<file path="src/rtl/dmem_arbiter_if.sv">
// rtl/dmem_arbiter_if.sv - requester, response and data-memory signal bundle for dmem_arbiter
interface dmem_arbiter_if;
    logic        req_valid_0;
    logic        req_valid_1;
    logic        req_we_0;
    logic        req_we_1;
    logic [31:0] req_addr_0;
    logic [31:0] req_addr_1;
    logic [31:0] req_wdata_0;
    logic [31:0] req_wdata_1;
    logic [2:0]  req_funct3_0;
    logic [2:0]  req_funct3_1;
    logic        req_ready_0;
    logic        req_ready_1;
    logic        rsp_valid_0;
    logic        rsp_valid_1;
    logic [31:0] rsp_rdata;
    logic        rsp_err;
    logic        dm_mem_write;
    logic        dm_mem_read;
    logic [31:0] dm_address;
    logic [31:0] dm_write_data;
    logic [2:0]  dm_funct3;
    logic [31:0] dm_read_data;

    modport slave (
        input  req_valid_0, req_valid_1, req_we_0, req_we_1,
        input  req_addr_0, req_addr_1, req_wdata_0, req_wdata_1,
        input  req_funct3_0, req_funct3_1, dm_read_data,
        output req_ready_0, req_ready_1, rsp_valid_0, rsp_valid_1,
        output rsp_rdata, rsp_err,
        output dm_mem_write, dm_mem_read, dm_address, dm_write_data, dm_funct3
    );

    modport master (
        output req_valid_0, req_valid_1, req_we_0, req_we_1,
        output req_addr_0, req_addr_1, req_wdata_0, req_wdata_1,
        output req_funct3_0, req_funct3_1, dm_read_data,
        input  req_ready_0, req_ready_1, rsp_valid_0, rsp_valid_1,
        input  rsp_rdata, rsp_err,
        input  dm_mem_write, dm_mem_read, dm_address, dm_write_data, dm_funct3
    );
endinterface

</file>
<file path="src/rtl/dmem_arbiter.sv">
// rtl/dmem_arbiter.sv - round-robin two-port arbiter and access sequencer for the data memory
// Defining DMEM_ARB_CHECK_EN adds word-size, alignment and range checking of accepted requests.
module dmem_arbiter #(
    parameter int ADDR_LIMIT = 4096
) (
    input  logic          clk,
    input  logic          rst_n,
    dmem_arbiter_if.slave bus
);

`ifdef DMEM_ARB_CHECK_EN
    localparam bit CHECK_EN = 1'b1;
`else
    localparam bit CHECK_EN = 1'b0;
`endif
    localparam logic [31:0] LAST_WORD = 32'(ADDR_LIMIT - 4);

    typedef enum logic [1:0] {
        IDLE   = 2'd0,
        ACCESS = 2'd1,
        RESP   = 2'd2
    } state_t;

    state_t      state;
    state_t      state_nxt;
    logic        owner;
    logic        last_grant;
    logic        lat_we;
    logic        lat_err;
    logic [31:0] lat_addr;
    logic [31:0] lat_wdata;
    logic [2:0]  lat_funct3;
    logic [31:0] rsp_rdata_q;
    logic        rsp_err_q;

    logic        grant_valid;
    logic        grant_port;
    logic        win_we;
    logic [31:0] win_addr;
    logic [31:0] win_wdata;
    logic [2:0]  win_funct3;
    logic        win_err;

    // Grant depends only on request valids and last_grant, never on memory or response signals.
    always_comb begin
        state_nxt   = state;
        grant_valid = 1'b0;
        grant_port  = 1'b0;
        case (state)
            IDLE: begin
                if (rst_n) begin
                    if (bus.req_valid_0 && bus.req_valid_1) begin
                        grant_valid = 1'b1;
                        grant_port  = ~last_grant;
                    end else if (bus.req_valid_0) begin
                        grant_valid = 1'b1;
                        grant_port  = 1'b0;
                    end else if (bus.req_valid_1) begin
                        grant_valid = 1'b1;
                        grant_port  = 1'b1;
                    end
                end
                if (grant_valid) begin
                    state_nxt = ACCESS;
                end
            end
            ACCESS:  state_nxt = RESP;
            RESP:    state_nxt = IDLE;
            default: state_nxt = IDLE;
        endcase
    end

    always_comb begin
        win_we     = bus.req_we_0;
        win_addr   = bus.req_addr_0;
        win_wdata  = bus.req_wdata_0;
        win_funct3 = bus.req_funct3_0;
        if (grant_port) begin
            win_we     = bus.req_we_1;
            win_addr   = bus.req_addr_1;
            win_wdata  = bus.req_wdata_1;
            win_funct3 = bus.req_funct3_1;
        end
        win_err = CHECK_EN && ((win_funct3 != 3'b010) || (win_addr[1:0] != 2'b00) ||
                               (win_addr > LAST_WORD));
    end

    always_ff @(posedge clk or negedge rst_n) begin
        if (!rst_n) begin
            state <= IDLE;
        end else begin
            state <= state_nxt;
        end
    end

    always_ff @(posedge clk or negedge rst_n) begin
        if (!rst_n) begin
            owner       <= 1'b0;
            last_grant  <= 1'b1;
            lat_we      <= 1'b0;
            lat_err     <= 1'b0;
            lat_addr    <= '0;
            lat_wdata   <= '0;
            lat_funct3  <= '0;
            rsp_rdata_q <= '0;
            rsp_err_q   <= 1'b0;
        end else begin
            if (grant_valid) begin
                owner      <= grant_port;
                lat_we     <= win_we;
                lat_err    <= win_err;
                lat_addr   <= win_addr;
                lat_wdata  <= win_wdata;
                lat_funct3 <= win_funct3;
            end
            // Stores and rejected accesses return zero data.
            if (state == ACCESS) begin
                last_grant  <= owner;
                rsp_rdata_q <= (lat_we || lat_err) ? 32'h0 : bus.dm_read_data;
                rsp_err_q   <= lat_err;
            end
        end
    end

    // Strobes decode straight from the state register so reset removes them asynchronously.
    assign bus.dm_mem_write  = (state == ACCESS) && lat_we && !lat_err;
    assign bus.dm_mem_read   = (state == ACCESS) && !lat_we && !lat_err;
    assign bus.dm_address    = lat_addr;
    assign bus.dm_write_data = lat_wdata;
    assign bus.dm_funct3     = lat_funct3;

    assign bus.req_ready_0   = grant_valid && !grant_port;
    assign bus.req_ready_1   = grant_valid && grant_port;
    assign bus.rsp_valid_0   = (state == RESP) && !owner;
    assign bus.rsp_valid_1   = (state == RESP) && owner;
    assign bus.rsp_rdata     = rsp_rdata_q;
    assign bus.rsp_err       = rsp_err_q;

endmodule
</file>
<file path="src/flat_wrapper.sv">
// flat-port wrapper written by rule: the top's interface ports become plain ports
module dmem_arbiter_flat 
#(
    parameter int ADDR_LIMIT = 4096
)
  (clk, rst_n, bus_req_valid_0, bus_req_valid_1, bus_req_we_0, bus_req_we_1, bus_req_addr_0, bus_req_addr_1, bus_req_wdata_0, bus_req_wdata_1, bus_req_funct3_0, bus_req_funct3_1, bus_dm_read_data, bus_req_ready_0, bus_req_ready_1, bus_rsp_valid_0, bus_rsp_valid_1, bus_rsp_rdata, bus_rsp_err, bus_dm_mem_write, bus_dm_mem_read, bus_dm_address, bus_dm_write_data, bus_dm_funct3);
  dmem_arbiter_if bus_i ();
  input  logic clk;
  input  logic rst_n;
  input wire logic [$bits(bus_i.req_valid_0)-1:0] bus_req_valid_0;
  input wire logic [$bits(bus_i.req_valid_1)-1:0] bus_req_valid_1;
  input wire logic [$bits(bus_i.req_we_0)-1:0] bus_req_we_0;
  input wire logic [$bits(bus_i.req_we_1)-1:0] bus_req_we_1;
  input wire logic [$bits(bus_i.req_addr_0)-1:0] bus_req_addr_0;
  input wire logic [$bits(bus_i.req_addr_1)-1:0] bus_req_addr_1;
  input wire logic [$bits(bus_i.req_wdata_0)-1:0] bus_req_wdata_0;
  input wire logic [$bits(bus_i.req_wdata_1)-1:0] bus_req_wdata_1;
  input wire logic [$bits(bus_i.req_funct3_0)-1:0] bus_req_funct3_0;
  input wire logic [$bits(bus_i.req_funct3_1)-1:0] bus_req_funct3_1;
  input wire logic [$bits(bus_i.dm_read_data)-1:0] bus_dm_read_data;
  output wire logic [$bits(bus_i.req_ready_0)-1:0] bus_req_ready_0;
  output wire logic [$bits(bus_i.req_ready_1)-1:0] bus_req_ready_1;
  output wire logic [$bits(bus_i.rsp_valid_0)-1:0] bus_rsp_valid_0;
  output wire logic [$bits(bus_i.rsp_valid_1)-1:0] bus_rsp_valid_1;
  output wire logic [$bits(bus_i.rsp_rdata)-1:0] bus_rsp_rdata;
  output wire logic [$bits(bus_i.rsp_err)-1:0] bus_rsp_err;
  output wire logic [$bits(bus_i.dm_mem_write)-1:0] bus_dm_mem_write;
  output wire logic [$bits(bus_i.dm_mem_read)-1:0] bus_dm_mem_read;
  output wire logic [$bits(bus_i.dm_address)-1:0] bus_dm_address;
  output wire logic [$bits(bus_i.dm_write_data)-1:0] bus_dm_write_data;
  output wire logic [$bits(bus_i.dm_funct3)-1:0] bus_dm_funct3;
  assign bus_i.req_valid_0 = bus_req_valid_0;
  assign bus_i.req_valid_1 = bus_req_valid_1;
  assign bus_i.req_we_0 = bus_req_we_0;
  assign bus_i.req_we_1 = bus_req_we_1;
  assign bus_i.req_addr_0 = bus_req_addr_0;
  assign bus_i.req_addr_1 = bus_req_addr_1;
  assign bus_i.req_wdata_0 = bus_req_wdata_0;
  assign bus_i.req_wdata_1 = bus_req_wdata_1;
  assign bus_i.req_funct3_0 = bus_req_funct3_0;
  assign bus_i.req_funct3_1 = bus_req_funct3_1;
  assign bus_i.dm_read_data = bus_dm_read_data;
  assign bus_req_ready_0 = bus_i.req_ready_0;
  assign bus_req_ready_1 = bus_i.req_ready_1;
  assign bus_rsp_valid_0 = bus_i.rsp_valid_0;
  assign bus_rsp_valid_1 = bus_i.rsp_valid_1;
  assign bus_rsp_rdata = bus_i.rsp_rdata;
  assign bus_rsp_err = bus_i.rsp_err;
  assign bus_dm_mem_write = bus_i.dm_mem_write;
  assign bus_dm_mem_read = bus_i.dm_mem_read;
  assign bus_dm_address = bus_i.dm_address;
  assign bus_dm_write_data = bus_i.dm_write_data;
  assign bus_dm_funct3 = bus_i.dm_funct3;
  dmem_arbiter #(.ADDR_LIMIT(ADDR_LIMIT)) u_core (.clk(clk), .rst_n(rst_n), .bus(bus_i));
endmodule
</file>
<file path="config.mk">
export PLATFORM = sky130hd
export DESIGN_NAME = dmem_arbiter_flat
export DESIGN_NICKNAME = d
export VERILOG_FILES = /design/src/rtl/dmem_arbiter_if.sv /design/src/rtl/dmem_arbiter.sv /design/src/flat_wrapper.sv
export SDC_FILE = /design/constraint.sdc
export NUM_CORES = 1
export LEC_CHECK = 0
export BUFFER_PORTS_ARGS = -buffer_cell sky130_fd_sc_hd__buf_2
export CORE_ASPECT_RATIO = 1.2
export CORE_UTILIZATION = 39
export CTS_CLUSTER_DIAMETER = 120
export CTS_CLUSTER_SIZE = 10
export DETAILED_ROUTE_END_ITERATION = 7
export GPL_TIMING_DRIVEN = 0
export PLACE_DENSITY_LB_ADDON = 0.08
export RECOVER_POWER = 50
export SYNTH_ARGS = -nofsm -noshare
export SYNTH_HDL_FRONTEND = slang
export SYNTH_SLANG_ARGS = --single-unit
</file>
<file path="constraint.sdc">
create_clock -name clk -period 1.9 [get_ports clk]
set_clock_uncertainty 0.2 [all_clocks]
set_input_delay 0.475 -clock clk [delete_from_list [all_inputs] [get_ports clk]]
set_output_delay 0.475 -clock clk [all_outputs]
set_load 0.02 [all_outputs]
</file>
======== Yosys cells after proc, flatten, opt, wreduce, memory -nomap -nowiden ========
Cells that the tools add are included.
cells by class
  equality and inequality tests ........... 3
  muxes and demuxes ....................... 17
  bitwise logic cells ..................... 1
  reduce and logical (&&, ||, !) cells .... 11
operators by type and width
  cell                                            count
  2-to-1 mux 32 bit                               3
  2-to-1 mux 1 bit                                11
  logical AND 1 bit                               7
  case mux 2 bit (2 select lines)                 1
  zero test 1 bit                                 3
  2-to-1 mux 3 bit                                1
  == test 2 x 1 -> 1 bit (second input constant)  1
  == test 2 bit (second input constant)           1
  zero test 2 bit                                 1
  2-to-1 mux 2 bit                                1
  != test 2 x 1 -> 1 bit (second input constant)  1
  NOT 1 bit                                       1
storage, ports and cells
  flip-flop bits (word level) ............. 104
  bits of input ports ..................... 172
  output and inout port bits .............. 106
  logic and storage cells ................. 40

======== Longest topological paths before layout ========
  word-level depth ........................ 7
  gate-level depth with buffers ........... 6
  mapped depth without buffers ............ 4

======== Worst setup path before layout ========
Ideal clock, no wire load.
  path kind ............................... input port to output port
  start point ............................. input port rst_n
  end point ............................... output port bus_req_ready_0
  arrival time ............................ 1.740 ns
  data required time ...................... 1.225 ns
  path slack .............................. -0.515 ns
  stages .................................. 5
  path buffers ............................ 3
  cell sequence ........................... or3b_1 > buf_2 > buf_6 > buf_6 > nor3b_1
between the ends
  cells in the longest elaborated chain, start to end .. 4
  elaborated cells on any way between the ends .. 7
  those cells by class .................... 5 x mux; 2 x reduce/logical
ends and longest elaborated chain
  what                                                        line                                     source
  from (decl)                                                 flat_wrapper.sv:9                        input logic rst_n;
  2-to-1 mux 1 bit                                            dmem_arbiter.sv:51                       if (rst_n) begin
  2-to-1 mux 1 bit                                            dmem_arbiter.sv:49                       case (state)
  2-to-1 mux 1 bit / zero test 1 bit (equally long branches)  dmem_arbiter.sv:49, dmem_arbiter.sv:132
  logical AND 1 bit (*)                                       dmem_arbiter.sv:132                      assign bus.req_ready_0 = grant_valid && !grant_port;
  to (decl)                                                   flat_wrapper.sv:21                       output wire logic [$bits(bus_i.req_ready_0)-1:0] bus_req_ready_0;
Mark *: on every way between the ends. The rest lies on a longest branch, timed or not. The select of a mux whose other input is x is not followed.

======== Worst setup path in the final report ========
  start point ............................. register u_core.state[1]
  end point ............................... output port bus_req_ready_0
between the ends
  cells in the longest elaborated chain, start to end .. 4
  elaborated cells on any way between the ends .. 5
  those cells by class .................... 2 x mux; 3 x reduce/logical
ends and longest elaborated chain
  what                    line                 source
  from (decl)             dmem_arbiter.sv:24   state_t state;
  from (signal assigned)  dmem_arbiter.sv:92   state <= state_nxt;
  zero test 2 bit (*)     dmem_arbiter.sv:49
  2-to-1 mux 1 bit        dmem_arbiter.sv:49
  zero test 1 bit         dmem_arbiter.sv:132
  logical AND 1 bit (*)   dmem_arbiter.sv:132
Mark *: on every way between the ends. The rest lies on a longest branch, timed or not.

==> metrics.md <==
| Metric | Value |
|---|---|
| Status | finished with violations |
| Failing checks | negative setup slack |
| Placed cells | 907 |
| Avg WL per Cell | 17.4 um |
| CTS tree | done |
| Vias in the first global route | 4684 |
| Initial Util | 0.402 |
| CORE AREA | roughly 12000 um2 |
| Final Cycle Share | 1.23 |
| First-pass GRT wire length | roughly 24000 um |
| Io pins | around 280 |
| WL final | between 15000 and 20000 um |
| Crit path max fanout | 4 |
| Chip width | between 100 and 150 um |
| Fin crit period | 2.34 ns |
| Sequential element share of the synthesized area | 0.559 |
| Gr ovfl total | 0 |
| FF+latch count, synth | ~100 |
| Worst ir drop on vdd | ~630 uV |
| Most frequent cells in the layout | 219 x buf_2, 136 x nand2_1, 103 x dfrtp_1 |
| Post-route insts no fill | 940 |
| Hold WC Path Type | in -> async |
| Setup WS pre-CTS | -1.37 ns |
| Yosys warns | 0 |
| Mapped Cells | approximately 470 |
| Initial antenna violation count | 1 |
| Worst path required time | 1.22 ns |
| Most common cell after layout, fill and taps aside | buf_2 |
| Root Buffer Master | clkbuf_16 |
| Ant diodes | 0 |
| Starting DRC count in detailed routing | between 200 and 250 |
| I/O Buffers | around 280 |
| Htree depth | 3 |
| Slowest stage cell, crit path | or3b_4 |
| Worst slew pin tran | about 0.88 ns |
| # nets final | 950 |
| CP Launch Type | flip-flop |
| Post-DP Area | roughly 6300 um2 |
| Clock sink count | 104 |
| Fin area | ~7000 um2 |
| PD cells | 1180 nW/um2 |
| RSZ-0062 raised after global routing | yes |
| Synthesized area | ~4700 um2 |
| Max-slew violation count | 0 |
| Vias | between 4000 and 5000 |
| Post-Syn Area per Cell | roughly 10 um2 |
| Final Wtd Congestion | approximately 0.77 |
| CTS buffer count | 9 |
| Antenna-violating nets left | 0 |
| Hold Slack | 0.123 ns |
| Filler Cells Inserted | 1091 |
| Crit. End Element | primary output |
| Clk buf depth | 2 |
| Layout cells sized above 1 | 0.438 |
| Vias per Instance | 5.28 |
| Synth cell types | 23 |
| Kind of critical path | reg -> out |
| Largest net degree at the start of global routing | 34 |
| Post-route DRC | 0 |
| Die area | approximately 12000 um2 |
| Die height | about 120 um |
| # rows | 43 |
| CP cell instances | or3b_4 -> buf_12 -> nor3b_4 -> buf_6 |
| Reg2Reg Depth | 8 |
| PnR worst setup slack | -0.437 ns |
| Max Cap Viol | 0 |
| DR pass1 iterations | 5 |
| Area Overhead vs Synth | 51.3% |
| Max frequency | between 400 and 500 MHz |
| DP HPWL | 11300 um |
| Slew Limit Headroom | 0.410 |
| Worst EP arrival | 1.66 ns |
| Largest stage delay, worst path | about 0.44 ns |
| Clock Latency Late Sink | about 0.35 ns |
| Clk slew on worst S/H paths | around 0.07 ns |
| Final hold violation count | 0 |
| Gr usage total | 0.255 |
| Final setup violation count | 27 |
| Net Count, Synth | roughly 650 |
| Leak Pwr | 3.46 nW |
-- sequential cells by signal, summed over array words and instances, names as in the netlist --
name and count:
u_core.last_grant 1, u_core.bus.dm_funct3 3, u_core.owner 1, u_core.state 2, u_core.bus.dm_write_data 32, u_core.bus.rsp_rdata 32
u_core.bus.dm_address 32, u_core.lat_we 1
-- synthesized netlist by cell type --
cell type  count  area share
a21o_1         1      0.0016
a221o_1       68        0.15
and3_1         1      0.0013
and3b_1        1      0.0019
buf_1          7      0.0056
buf_2         11       0.012
buf_4          1      0.0016
buf_6          2      0.0048
clkbuf_1      29       0.023
conb_1         1     0.00081
dfrtp_1      103        0.55
dfstp_2        1      0.0056
inv_1          3      0.0024
nand2_1      136        0.11
nand2b_1       1      0.0013
nor2_1         2      0.0016
nor2b_1        1      0.0013
nor3_1        59       0.063
nor3_2         9       0.019
nor3b_1        3      0.0048
o21ai_0       32       0.034
o21ai_1        1      0.0011
or3b_1         1      0.0019
-- report_power, final --
group | total (W) | switching, W | internal, W
registers | 0.00328 | 0.000404 | 0.00288
logic | 0.00315 | 0.00200 | 0.00115
clock network | 0.00190 | 0.000867 | 0.00104
total | 0.00833 | 0.00327 | 0.00506
-- metal layers --
| metal | GRT usage | vias up | wire length (um) |
|---|---|---|---|
| met5 | 0 | - | 13 |
| met4 | 0.105 | 2 | 487 |
| met3 | 0.0608 | 38 | 1210 |
| met2 | 0.422 | 234 | 8090 |
| met1 | 0.317 | 2385 | 6600 |
| li1 | - | 2308 | - |
-- worst paths after layout --
| kind | from | to | slack, ns |
|---|---|---|---|
| max | u_core.state[1] | bus_req_ready_0 | -0.44 |
| min | rst_n | u_core.bus.dm_write_data[7] | 0.12 |
| max reg2reg | u_core.state[0] | u_core.bus.rsp_rdata[15] | -0.07 |
| min reg2reg | u_core.last_grant | u_core.last_grant | 0.27 |
| max in group asynchronous | rst_n | u_core.bus.dm_write_data[8] | 0.21 |
| min in group clk | bus_req_addr_1[4] | u_core.bus.dm_address[4] | 0.15 |
-- what timing repair did --
action                                 CTS  global route
pin swaps                                3             6
cloned                                   3             0
setup endpoints to repair               74           115
resized for setup                       36           112
setup buffers                           11             3
endpoints found under the hold margin   39            21
hold buffers                             4             1
-- worst max-delay path, delay by kind of cell (launching register included) --
kind                   cells  cell delay [ns]
AND/OR/NAND/NOR            2             0.61
flip-flops                 1             0.43
buffers and inverters      2             0.28
-- per-stage QoR --
step / utilization / power (W) / setup TNS (ns)
2_1_floorplan: - / 0.00507 / -0.262
3_3_place_gp: 0.539 / 0.00625 / -252.25
3_5_place_dp: 0.542 / 0.00631 / -76.38
4_1_cts: 0.596 / 0.00834 / -4.68
5_1_grt: 0.609 / 0.00879 / -5.68
6_report: 0.609 / 0.00833 / -2.32
-- area by class of cell --
type | count | area (um2) | share of cell area
buffer | 46 | 295 | 0.0419
clock buffer | 9 | 225 | 0.0320
clock inverter | 7 | 82.6 | 0.0117
inverter | 3 | 15.0 | 0.00213
multi-input combinational | 317 | 2080 | 0.295
sequential | 104 | 2600 | 0.370
tap | 157 | 196 | 0.0279
timing repair buffer | 297 | 1550 | 0.220
-- cells by family after synthesis --
kind of cell,after synthesis,synth area share
compound gates,102,0.183
flops,104,0.559
other cells,1,0.000806
buf+inv,53,0.0497
simple gates,214,0.207
(Power assumes the default switching activity.)
